<file path="config.mk">
export PLATFORM = sky130hd
export DESIGN_NAME = hs_rx_seq_sink_flat
export DESIGN_NICKNAME = d
export VERILOG_FILES = /design/src/rtl/hs_rx_seq_sink_if.sv /design/src/rtl/hs_rx_seq_sink.sv /design/src/flat_wrapper.sv
export SDC_FILE = /design/constraint.sdc
export NUM_CORES = 1
export LEC_CHECK = 0
export BUFFER_PORTS_ARGS = -buffer_cell sky130_fd_sc_hd__buf_2
export CAP_MARGIN = 20
export CORE_AREA = 10 10 104 106
export CTS_CLUSTER_SIZE = 12
export DETAILED_ROUTE_END_ITERATION = 8
export DIE_AREA = 0 0 114 116
export GPL_TIMING_DRIVEN = 0
export SLEW_MARGIN = 5
export SYNTH_ARGS = -nofsm -noshare
export SYNTH_HDL_FRONTEND = slang
export SYNTH_SLANG_ARGS = --single-unit
</file>
<file path="constraint.sdc">
create_clock -name clk_receiver -period 2.8 [get_ports clk_receiver]
set_clock_uncertainty 0.1 [all_clocks]
set_input_delay 0.28 -clock clk_receiver [delete_from_list [all_inputs] [get_ports clk_receiver]]
set_output_delay 0.28 -clock clk_receiver [all_outputs]
set_load 0.05 [all_outputs]
</file>
<file path="src/rtl/hs_rx_seq_sink_if.sv">
// Valid/ready bundle between the CDC receiver, the sink FIFO input and the downstream consumer.
// The master side drives words in and accepts the FIFO head; the slave side is the sink.
interface hs_rx_seq_sink_if #(
    parameter int WIDTH = 8
);
    logic             in_valid;
    logic [WIDTH-1:0] in_data;
    logic             in_ready;
    logic             out_valid;
    logic [WIDTH-1:0] out_data;
    logic             out_ready;

    modport master (
        output in_valid, in_data, out_ready,
        input  in_ready, out_valid, out_data
    );

    modport slave (
        input  in_valid, in_data, out_ready,
        output in_ready, out_valid, out_data
    );
endinterface

</file>
<file path="src/rtl/hs_rx_seq_sink.sv">
// Receive-domain sink behind the handshake CDC: FWFT FIFO plus an incrementing-sequence checker
// that counts accepted words and sequence errors for bring-up of the multibit CDC path.
module hs_rx_seq_sink #(
    parameter int WIDTH = 8,
    parameter int DEPTH = 4,
    parameter int ERR_W = 8
) (
    input  logic               clk_receiver,
    input  logic               rst,
    hs_rx_seq_sink_if.slave    bus,
    input  logic               clr_err,
    output logic               locked,
    output logic               err_flag,
    output logic [ERR_W-1:0]   err_cnt,
    output logic [15:0]        word_cnt
);
    localparam int AW = $clog2(DEPTH);
    localparam logic [AW:0] FULL = (AW+1)'(DEPTH);

    typedef enum logic {HUNT, LOCK} state_t;

    logic [WIDTH-1:0] mem [DEPTH];
    logic [AW-1:0]    wr_ptr;
    logic [AW-1:0]    rd_ptr;
    logic [AW:0]      count;
    logic             push;
    logic             pop;

    state_t           state;
    state_t           state_next;
    logic [WIDTH-1:0] exp_word;
    logic [WIDTH-1:0] exp_next;
    logic [ERR_W-1:0] err_cnt_next;
    logic             err_flag_next;

    assign bus.in_ready  = !rst && (count != FULL);
    assign bus.out_valid = (count != '0);
    assign bus.out_data  = mem[rd_ptr];
    assign push          = bus.in_valid && bus.in_ready;
    assign pop           = bus.out_valid && bus.out_ready;
    assign locked        = (state == LOCK);

    // Storage carries no reset; validity is tracked entirely by count.
    always_ff @(posedge clk_receiver) begin
        if (push) begin
            mem[wr_ptr] <= bus.in_data;
        end
    end

    always_ff @(posedge clk_receiver) begin
        if (rst) begin
            wr_ptr   <= '0;
            rd_ptr   <= '0;
            count    <= '0;
            word_cnt <= '0;
        end else begin
            if (push) begin
                wr_ptr   <= wr_ptr + AW'(1);
                word_cnt <= word_cnt + 16'(1);
            end
            if (pop) begin
                rd_ptr <= rd_ptr + AW'(1);
            end
            case ({push, pop})
                2'b10:   count <= count + (AW+1)'(1);
                2'b01:   count <= count - (AW+1)'(1);
                default: count <= count;
            endcase
        end
    end

    always_ff @(posedge clk_receiver) begin
        if (rst) begin
            state    <= HUNT;
            exp_word <= '0;
            err_cnt  <= '0;
            err_flag <= 1'b0;
        end else begin
            state    <= state_next;
            exp_word <= exp_next;
            err_cnt  <= err_cnt_next;
            err_flag <= err_flag_next;
        end
    end

    // A clear and a mismatch in the same cycle leave exactly one error recorded.
    always_comb begin
        state_next    = state;
        exp_next      = exp_word;
        err_cnt_next  = err_cnt;
        err_flag_next = err_flag;
        if (clr_err) begin
            err_cnt_next  = '0;
            err_flag_next = 1'b0;
        end
        if (push) begin
            exp_next = bus.in_data + WIDTH'(1);
            case (state)
                HUNT: begin
                    state_next = LOCK;
                end
                LOCK: begin
                    if (bus.in_data != exp_word) begin
                        err_flag_next = 1'b1;
                        if (err_cnt_next != '1) begin
                            err_cnt_next = err_cnt_next + ERR_W'(1);
                        end
                    end
                end
                default: begin
                    state_next = HUNT;
                end
            endcase
        end
    end
endmodule

</file>
<file path="src/flat_wrapper.sv">
// flat-port wrapper written by rule: the top's interface ports become plain ports
module hs_rx_seq_sink_flat 
#(
    parameter int WIDTH = 8,
    parameter int DEPTH = 4,
    parameter int ERR_W = 8
)
  (clk_receiver, rst, clr_err, locked, err_flag, err_cnt, word_cnt, bus_in_valid, bus_in_data, bus_out_ready, bus_in_ready, bus_out_valid, bus_out_data);
  hs_rx_seq_sink_if #(.WIDTH(WIDTH)) bus_i ();
  input  logic clk_receiver;
  input  logic rst;
  input  logic clr_err;
  output logic locked;
  output logic err_flag;
  output logic [ERR_W-1:0] err_cnt;
  output logic [15:0] word_cnt;
  input wire logic [$bits(bus_i.in_valid)-1:0] bus_in_valid;
  input wire logic [$bits(bus_i.in_data)-1:0] bus_in_data;
  input wire logic [$bits(bus_i.out_ready)-1:0] bus_out_ready;
  output wire logic [$bits(bus_i.in_ready)-1:0] bus_in_ready;
  output wire logic [$bits(bus_i.out_valid)-1:0] bus_out_valid;
  output wire logic [$bits(bus_i.out_data)-1:0] bus_out_data;
  assign bus_i.in_valid = bus_in_valid;
  assign bus_i.in_data = bus_in_data;
  assign bus_i.out_ready = bus_out_ready;
  assign bus_in_ready = bus_i.in_ready;
  assign bus_out_valid = bus_i.out_valid;
  assign bus_out_data = bus_i.out_data;
  hs_rx_seq_sink #(.WIDTH(WIDTH), .DEPTH(DEPTH), .ERR_W(ERR_W)) u_core (.clk_receiver(clk_receiver), .rst(rst), .bus(bus_i), .clr_err(clr_err), .locked(locked), .err_flag(err_flag), .err_cnt(err_cnt), .word_cnt(word_cnt));
endmodule
</file>
==> Word level (Yosys, flattened, before mapping) <==
Memories as Yosys holds them, arrays and structs flattened. A register that Yosys moved wholly into a read port is not among the register bits.
Cells that the tools add are included.
{ "word_totals": {"reg_bits": 41, "ram_bits": 32, "in_bits": 13, "out_inout_bits": 36, "wordCells": 41, "memories": 1} }
{ "mem_list": {"columns": ["name", "words", "word_bits", "read_ports", "rd_ports_with_merged_regs", "write_ports", "line_no", "text"], "rows": [
  ["u_core.mem", 4, 8, 1, 1, 1, "hs_rx_seq_sink.sv:22", "logic [WIDTH-1:0] mem [DEPTH];"]
]} }
{ "classes": {"n_addsub": 7, "eq_ne": 5, "muxes": 14, "n_reduce_logical": 6} }
{ "op_table": {"columns": ["operator", "n"], "rows": [
  ["$mux W8", 5],
  ["$add A16 B1 Y16 const B", 1],
  ["$add A8 B1 Y8 const B", 2],
  ["$ne A8 B8 Y1", 1],
  ["$ne A8 B8 Y1 const B", 1],
  ["$mux W1", 6],
  ["$pmux W3 S2", 1],
  ["$add A2 B1 Y2 const B", 2],
  ["$mux W2", 2],
  ["$add A3 B1 Y3 const B", 1],
  ["$logic_and A1 B1 Y1", 3],
  ["$ne A3 B3 Y1 const B", 1],
  ["$reduce_bool A3 Y1", 1],
  ["$sub A3 B1 Y3 const B", 1],
  ["$eq A2 B1 Y1 const B", 1],
  ["$eq A2 B2 Y1 const B", 1],
  ["$reduce_bool A2 Y1", 1],
  ["$logic_not A1 Y1", 1]
]} }

==> Depth between registers and ports, before layout <==
{ "depth": {"ltp_word": 6, "depth_mapped": 10, "depth_no_buf": 9} }

==> Worst setup path before layout <==
No wires, ideal clock.
{ "synth_path": {"path_type": "register to register", "startpoint": "reg u_core.count[0]", "endpoint": "reg u_core.count[2]", "setup_ns": 0.071, "arrival_time_ns": 2.169, "required_ns": 2.629, "path_slack_ns": 0.460, "path_stages_with_launch": 9, "n_path_buf": 0, "synth_period_minus_slack_ns": 2.340, "path_cell_list": "dfxtp_1 or3_1 and2_1 ha_1 inv_1 fa_1 xor2_1 or3_1 a21oi_1"} }
{ "synth_via": {"elab_cells_between_ends": 11, "classes_between": "2 x add/sub; 3 x eq/ne; 1 x mux; 5 x reduce/logical"} }
{ "synth_rtl": {"columns": ["element", "line_no", "text"], "rows": [
  ["start, declared", "hs_rx_seq_sink.sv:25", "logic [AW:0] count;"],
  ["start signal, assigned", "hs_rx_seq_sink.sv:65", "2'b10: count <= count + (AW+1)'(1);"],
  ["start signal, assigned", "hs_rx_seq_sink.sv:66", "2'b01: count <= count - (AW+1)'(1);"],
  ["start signal, assigned", "hs_rx_seq_sink.sv:67", "default: count <= count;"],
  ["$reduce_bool A3 Y1 *", "hs_rx_seq_sink.sv:37", "assign bus.out_valid = (count != '0);"],
  ["named net bus_out_valid", "flat_wrapper.sv:21", "output wire logic [$bits(bus_i.out_valid)-1:0] bus_out_valid;"],
  ["$logic_and A1 B1 Y1 *", "hs_rx_seq_sink.sv:40", "assign pop = bus.out_valid && bus.out_ready;"],
  ["named net u_core.pop", "hs_rx_seq_sink.sv:27", "logic pop;"],
  ["$eq A2 B1 Y1 / $eq A2 B2 Y1 (equally long branches)", "hs_rx_seq_sink.sv:64", "case ({push, pop})"],
  ["$pmux W3 S2 / $reduce_bool A2 Y1 (equally long branches)", null, null]
]} }
The timed path passes the listed nets; every way through them passes the cells marked *.
A chain may end at the register's enable or synchronous reset.

==> Final worst setup path <==
{ "layout_path": {"startpoint": "reg u_core.count[0]", "endpoint": "reg u_core.count[2]"} }
{ "layout_via": {"elab_chain_cells": 5, "elab_cells_between_ends": 11, "classes_between": "2 x add/sub; 3 x eq/ne; 1 x mux; 5 x reduce/logical"} }
{ "layout_lines": {"columns": ["element", "line_no", "text"], "rows": [
  ["$ne A3 B3 Y1", "hs_rx_seq_sink.sv:36", "assign bus.in_ready = !rst && (count != FULL);"],
  ["$logic_and A1 B1 Y1", "hs_rx_seq_sink.sv:36", null],
  ["$logic_and A1 B1 Y1", "hs_rx_seq_sink.sv:39", "assign push = bus.in_valid && bus.in_ready;"],
  ["$eq A2 B1 Y1 / $eq A2 B2 Y1 (equally long branches)", "hs_rx_seq_sink.sv:64", null],
  ["$pmux W3 S2 / $reduce_bool A2 Y1 (equally long branches)", null, null]
]} }
Several ways; a longest one is shown, not always the timed one.

==> tab_implementation.tex <==
\begin{tabular}{lr}
\hline
Metric & Value \\
\hline
\multicolumn{2}{l}{\textbf{Outcome}} \\
\quad Result of the run & finished, final reports clean \\
\multicolumn{2}{l}{\textbf{Timing}} \\
\quad Slew at the pin closest to its max-slew limit & 683 ps \\
\quad Highest clock frequency the design can meet & 398 MHz \\
\quad Hold Vio Cnt, Final & 0 \\
\quad Final setup TNS & 0 ps \\
\quad RSZ-0062 raised after global routing & false \\
\quad Worst rel slew slack & 54.4\% \\
\quad Clock period minus worst slack & 2510 ps \\
\quad Setup-violating endpoint count in the final report & 0 \\
\quad Final Slew Violations & 0 \\
\quad Ratio of final minimum period to clock period & 89.8\% \\
\multicolumn{2}{l}{\textbf{GRT}} \\
\quad First-pass GRT wire length & 11300 um \\
\quad Most utilized layer in the global route result & met2 \\
\quad Global routing met2 resource utilization & 16.8\% \\
\quad Aggregate global routing overflow & 0 \\
\quad Maximum number of pins on one net before global-route repair & 15 \\
\quad Met1 Resource Use GR & 12.7\% \\
\quad Vias in the first global route & 2263 \\
\quad Aggregate global-route resource usage & 10.7\% \\
\quad Met3 usage & 5.22\% \\
\quad Antenna violations before repair & 0 \\
\multicolumn{2}{l}{\textbf{Floorplanning}} \\
\quad Boundary Pins & 49 \\
\quad Chip Height & 116 um \\
\quad Die Footprint & 13200 um\^{}2 \\
\quad Chip Width & 114 um \\
\quad Initial Utilization & 37.7\% \\
\quad Total number of placement rows & 34 \\
\quad Std-Cell Core Area & 8680 um\^{}2 \\
\multicolumn{2}{l}{\textbf{Clock network}} \\
\quad Sinks on Clock Net & 75 \\
\quad Gates resized, CTS repair & 0 \\
\quad Clock latency of the later-clocked register in the worst-skew pair & 350 ps \\
\quad CTS max path bufs & 2 \\
\quad Clock tree from TritonCTS & done \\
\quad CTS clock-pin slew for the worst setup and hold paths & 80 ps \\
\quad Post-CTS Hold Fix Bufs & 0 \\
\quad Number of CTS-inserted buffers & 9 \\
\quad CTS H-Tree Depth & 3 \\
\quad Cell at the root of the clock tree & sky130\_fd\_sc\_hd\_\_clkbuf\_8 \\
\quad Setup repair bufs after CTS & 0 \\
\multicolumn{2}{l}{\textbf{Routing}} \\
\quad Antenna-violating nets left & 0 \\
\quad Count of unresolved DRC violations after routing & 0 \\
\quad Length of the first detailed-routing pass in iterations & 4 \\
\quad Routed WL & 6820 um \\
\quad Via count of the routed design & 2301 \\
\quad WL per Instance & 14.9 um \\
\quad Via density & 5.04 \\
\quad Violation count after the first detailed-route iteration & 79 \\
\multicolumn{2}{l}{\textbf{Power and ir drop}} \\
\quad Net switching power of the design & 949 uW \\
\quad Switching portion of total power & 32.5\% \\
\quad Power density of the placed cells & 754 nW/um\^{}2 \\
\quad Cell Int Power & 1970 uW \\
\quad Clock power share & 31.9\% \\
\quad Fraction of power consumed by combinational cells & 24.7\% \\
\quad Sequential cell fraction of total power & 43.4\% \\
\quad Worst-case vdd ir drop & 0.000277 V \\
\quad Leakage power & 0.00144 uW \\
\multicolumn{2}{l}{\textbf{Worst setup path}} \\
\quad Flop2flop setup slack & 290 ps \\
\quad Startpoint class of the critical path & register \\
\quad Arrival @ worst endpoint & 2690 ps \\
\quad Critical-path maximum fanout & 9 \\
\quad Capture point of the worst path & u\_core.count[2]\$\_SDFFE\_PP0P\_ \\
\quad Worst r2r src & u\_core.count[0]\$\_SDFFE\_PP0P\_ \\
\quad Data required time of the critical path & 2980 ps \\
\quad Worst setup path startpoint & u\_core.count[0]\$\_SDFFE\_PP0P\_ \\
\quad Worst R2R End & u\_core.count[2]\$\_SDFFE\_PP0P\_ \\
\quad Kind of critical path & register to register \\
\quad Crit. End Element & register \\
\quad R2R cell count & 10 \\
\multicolumn{2}{l}{\textbf{Synth}} \\
\quad Area share of the largest cell type after synthesis & 29.4\% \\
\quad Largest area contributor in the netlist & sky130\_fd\_sc\_hd\_\_edfxtp\_1 \\
\quad Top area cells in the synthesized netlist & sky130\_fd\_sc\_hd\_\_edfxtp\_1 (29\%), sky130\_fd\_sc\_hd\_\_dfxtp\_1 (26\%), sky130\_fd\_sc\_hd\_\_mux4\_2 (5.5\%), sky130\_fd\_sc\_hd\_\_xor2\_1 (4.3\%), sky130\_fd\_sc\_hd\_\_xnor2\_1 (3.7\%) \\
\quad Sequential element share of the synthesized area & 55.7\% \\
\quad Mapped Area & 3270 um\^{}2 \\
\quad Mean instance size in the synthesized netlist & 11.5 um\^{}2 \\
\quad Syn Nets & 306 \\
\quad Unique cell type count in the Yosys netlist & 43 \\
\quad Yosys synthesis warning count & 0 \\
\quad \#FFs+latches synth & 75 \\
\quad Synth Instances & 285 \\
\multicolumn{2}{l}{\textbf{Final layout}} \\
\quad Leading cell types in the layout, fill and taps excluded & sky130\_fd\_sc\_hd\_\_buf\_2 (51), sky130\_fd\_sc\_hd\_\_dfxtp\_1 (43), sky130\_fd\_sc\_hd\_\_edfxtp\_1 (32) \\
\quad Post-layout utilization of the core & 44.6\% \\
\quad Multi-input gate area & 1340 um\^{}2 \\
\quad Diode count & 0 \\
\quad \# nets final & 365 \\
\quad Area growth from synthesis to final layout & 18.3\% \\
\quad Register cell area after layout & 1820 um\^{}2 \\
\quad Most common library cell in the layout ignoring fill and taps & sky130\_fd\_sc\_hd\_\_buf\_2 \\
\quad Filler Cell Count & 842 \\
\quad Fraction of layout instances using a drive strength above 1 & 23.2\% \\
\multicolumn{2}{l}{\textbf{Job}} \\
\quad Maximum Capacitance Violations & 0 \\
\multicolumn{2}{l}{\textbf{Placed design}} \\
\quad Final weighted congestion in routability-driven placement & 0.740 \\
\quad Detailed placer's ending HPWL & 4870 um \\
\quad Input/output buffers & 48 \\
\multicolumn{2}{l}{\textbf{Worst hold path}} \\
\quad Worst min-delay path class & input port to register \\
\hline
\end{tabular}
cell usage after synthesis, drive strengths merged:
| master | instances |
|---|---|
| dfxtp | 43 |
| edfxtp | 32 |
| nor2 | 28 |
| xor2 | 16 |
| nand2 | 15 |
| nand3 | 14 |
| xnor2 | 14 |
| inv | 12 |
| a21oi | 11 |
| o21ai | 10 |
| or3 | 9 |
| mux4 | 8 |
| nor3 | 8 |
| and3 | 7 |
| ha | 7 |
| a211oi | 6 |
| buf | 5 |
| clkbuf | 5 |
| nand4 | 5 |
| and2 | 4 |
| nand2b | 3 |
| nor2b | 3 |
| nor4 | 3 |
| and4 | 2 |
| mux2i | 2 |
| a2111o | 1 |
| a211o | 1 |
| a21o | 1 |
| a311oi | 1 |
| a31oi | 1 |
| a41oi | 1 |
| clkinv | 1 |
| fa | 1 |
| nor4b | 1 |
| o31ai | 1 |
| or2 | 1 |
| or3b | 1 |
| or4b | 1 |
critical path, cell delays in order (launching register included):
cell and delay (ps):
sky130_fd_sc_hd__dfxtp_1 340, sky130_fd_sc_hd__or3b_1 370, sky130_fd_sc_hd__buf_2 170, sky130_fd_sc_hd__and2_4 170, sky130_fd_sc_hd__clkinv_8 70, sky130_fd_sc_hd__ha_1 180, sky130_fd_sc_hd__inv_1 60, sky130_fd_sc_hd__fa_1 380
sky130_fd_sc_hd__xor2_1 160, sky130_fd_sc_hd__or3_1 300, sky130_fd_sc_hd__a21oi_1 140
sequential cells by signal, indices dropped and copies added, names as in the netlist, named ones only:
signal and flops:
u_core.count 3, u_core.err_cnt 8, u_core.err_flag 1, u_core.exp_word 8, u_core.locked 1, u_core.mem 32, u_core.rd_ptr 2, u_core.word_cnt 16
u_core.wr_ptr 2
power by group through the flow:
stage	clock network [uW]	logic [uW]	registers, uW
6_report	930	721	1260
5_1_grt	997	785	1280
4_1_cts	954	736	1270
3_5_place_dp	0	736	1290
3_3_place_gp	0	726	1290
2_1_floorplan	0	551	1310
layer usage:
| metal | up-vias | wire length [um] |
|---|---|---|
| li1 | 1136 | - |
| met1 | 1101 | 3120 |
| met2 | 59 | 3110 |
| met3 | 5 | 532 |
| met4 | 0 | 54 |
| met5 | - | 0 |
logic make-up (layout without fill, tap and decap cells):
| logic type | after synthesis | after routing | share of synthesized area (%) |
|---|---|---|---|
| simple gates | 105 | 105 | 16.8 |
| flops | 75 | 75 | 55.7 |
| buf+inv | 23 | 87 | 3.25 |
| mux | 10 | 10 | 6.12 |
| compound gates | 34 | 34 | 6.77 |
| fa+ha+maj | 8 | 8 | 3.29 |
| xor+xnor | 30 | 30 | 8.03 |
area by class of cell:
type                       instances  area share (%)
buffer                            10            1.16
timing repair buffer              48            6.21
multi-input combinational        187            34.7
sequential                        75            47.1
tap                              108            3.49
inverter                          13            1.58
clock inverter                     7            2.55
clock buffer                       9            3.20
worst min-delay path by stage:
| stage | start | to | slack, ps | cells past startpoint |
|---|---|---|---|---|
| final | bus_in_data[7] | u_core.mem[3][7]$_DFFE_PP_ | 120 | 1 |
| after global routing | bus_in_data[7] | u_core.mem[1][7]$_DFFE_PP_ | 110 | 1 |
| after CTS | bus_in_data[7] | u_core.mem[0][7]$_DFFE_PP_ | 100 | 1 |
| after detailed placement | u_core.err_flag$_SDFF_PP0_ | u_core.err_flag$_SDFF_PP0_ | 360 | 2 |
| after global placement | u_core.err_flag$_SDFF_PP0_ | u_core.err_flag$_SDFF_PP0_ | 360 | 2 |
| after floorplan | bus_in_data[0] | u_core.exp_word[0]$_SDFFE_PP0N_ | 280 | 1 |
per-stage QoR:
step	total power, uW	cells	area, um^2	setup WS [ps]	hold slack [ps]
final	2920	457	3870	287	120
after global routing	3060	457	3870	149	105
after CTS	2960	457	3870	252	97.8
after detailed placement	2030	441	3650	283	364
after global placement	2010	441	3650	340	357
after floorplan	1860	285	3270	460	276
Power figures use the tool's default switching activity.
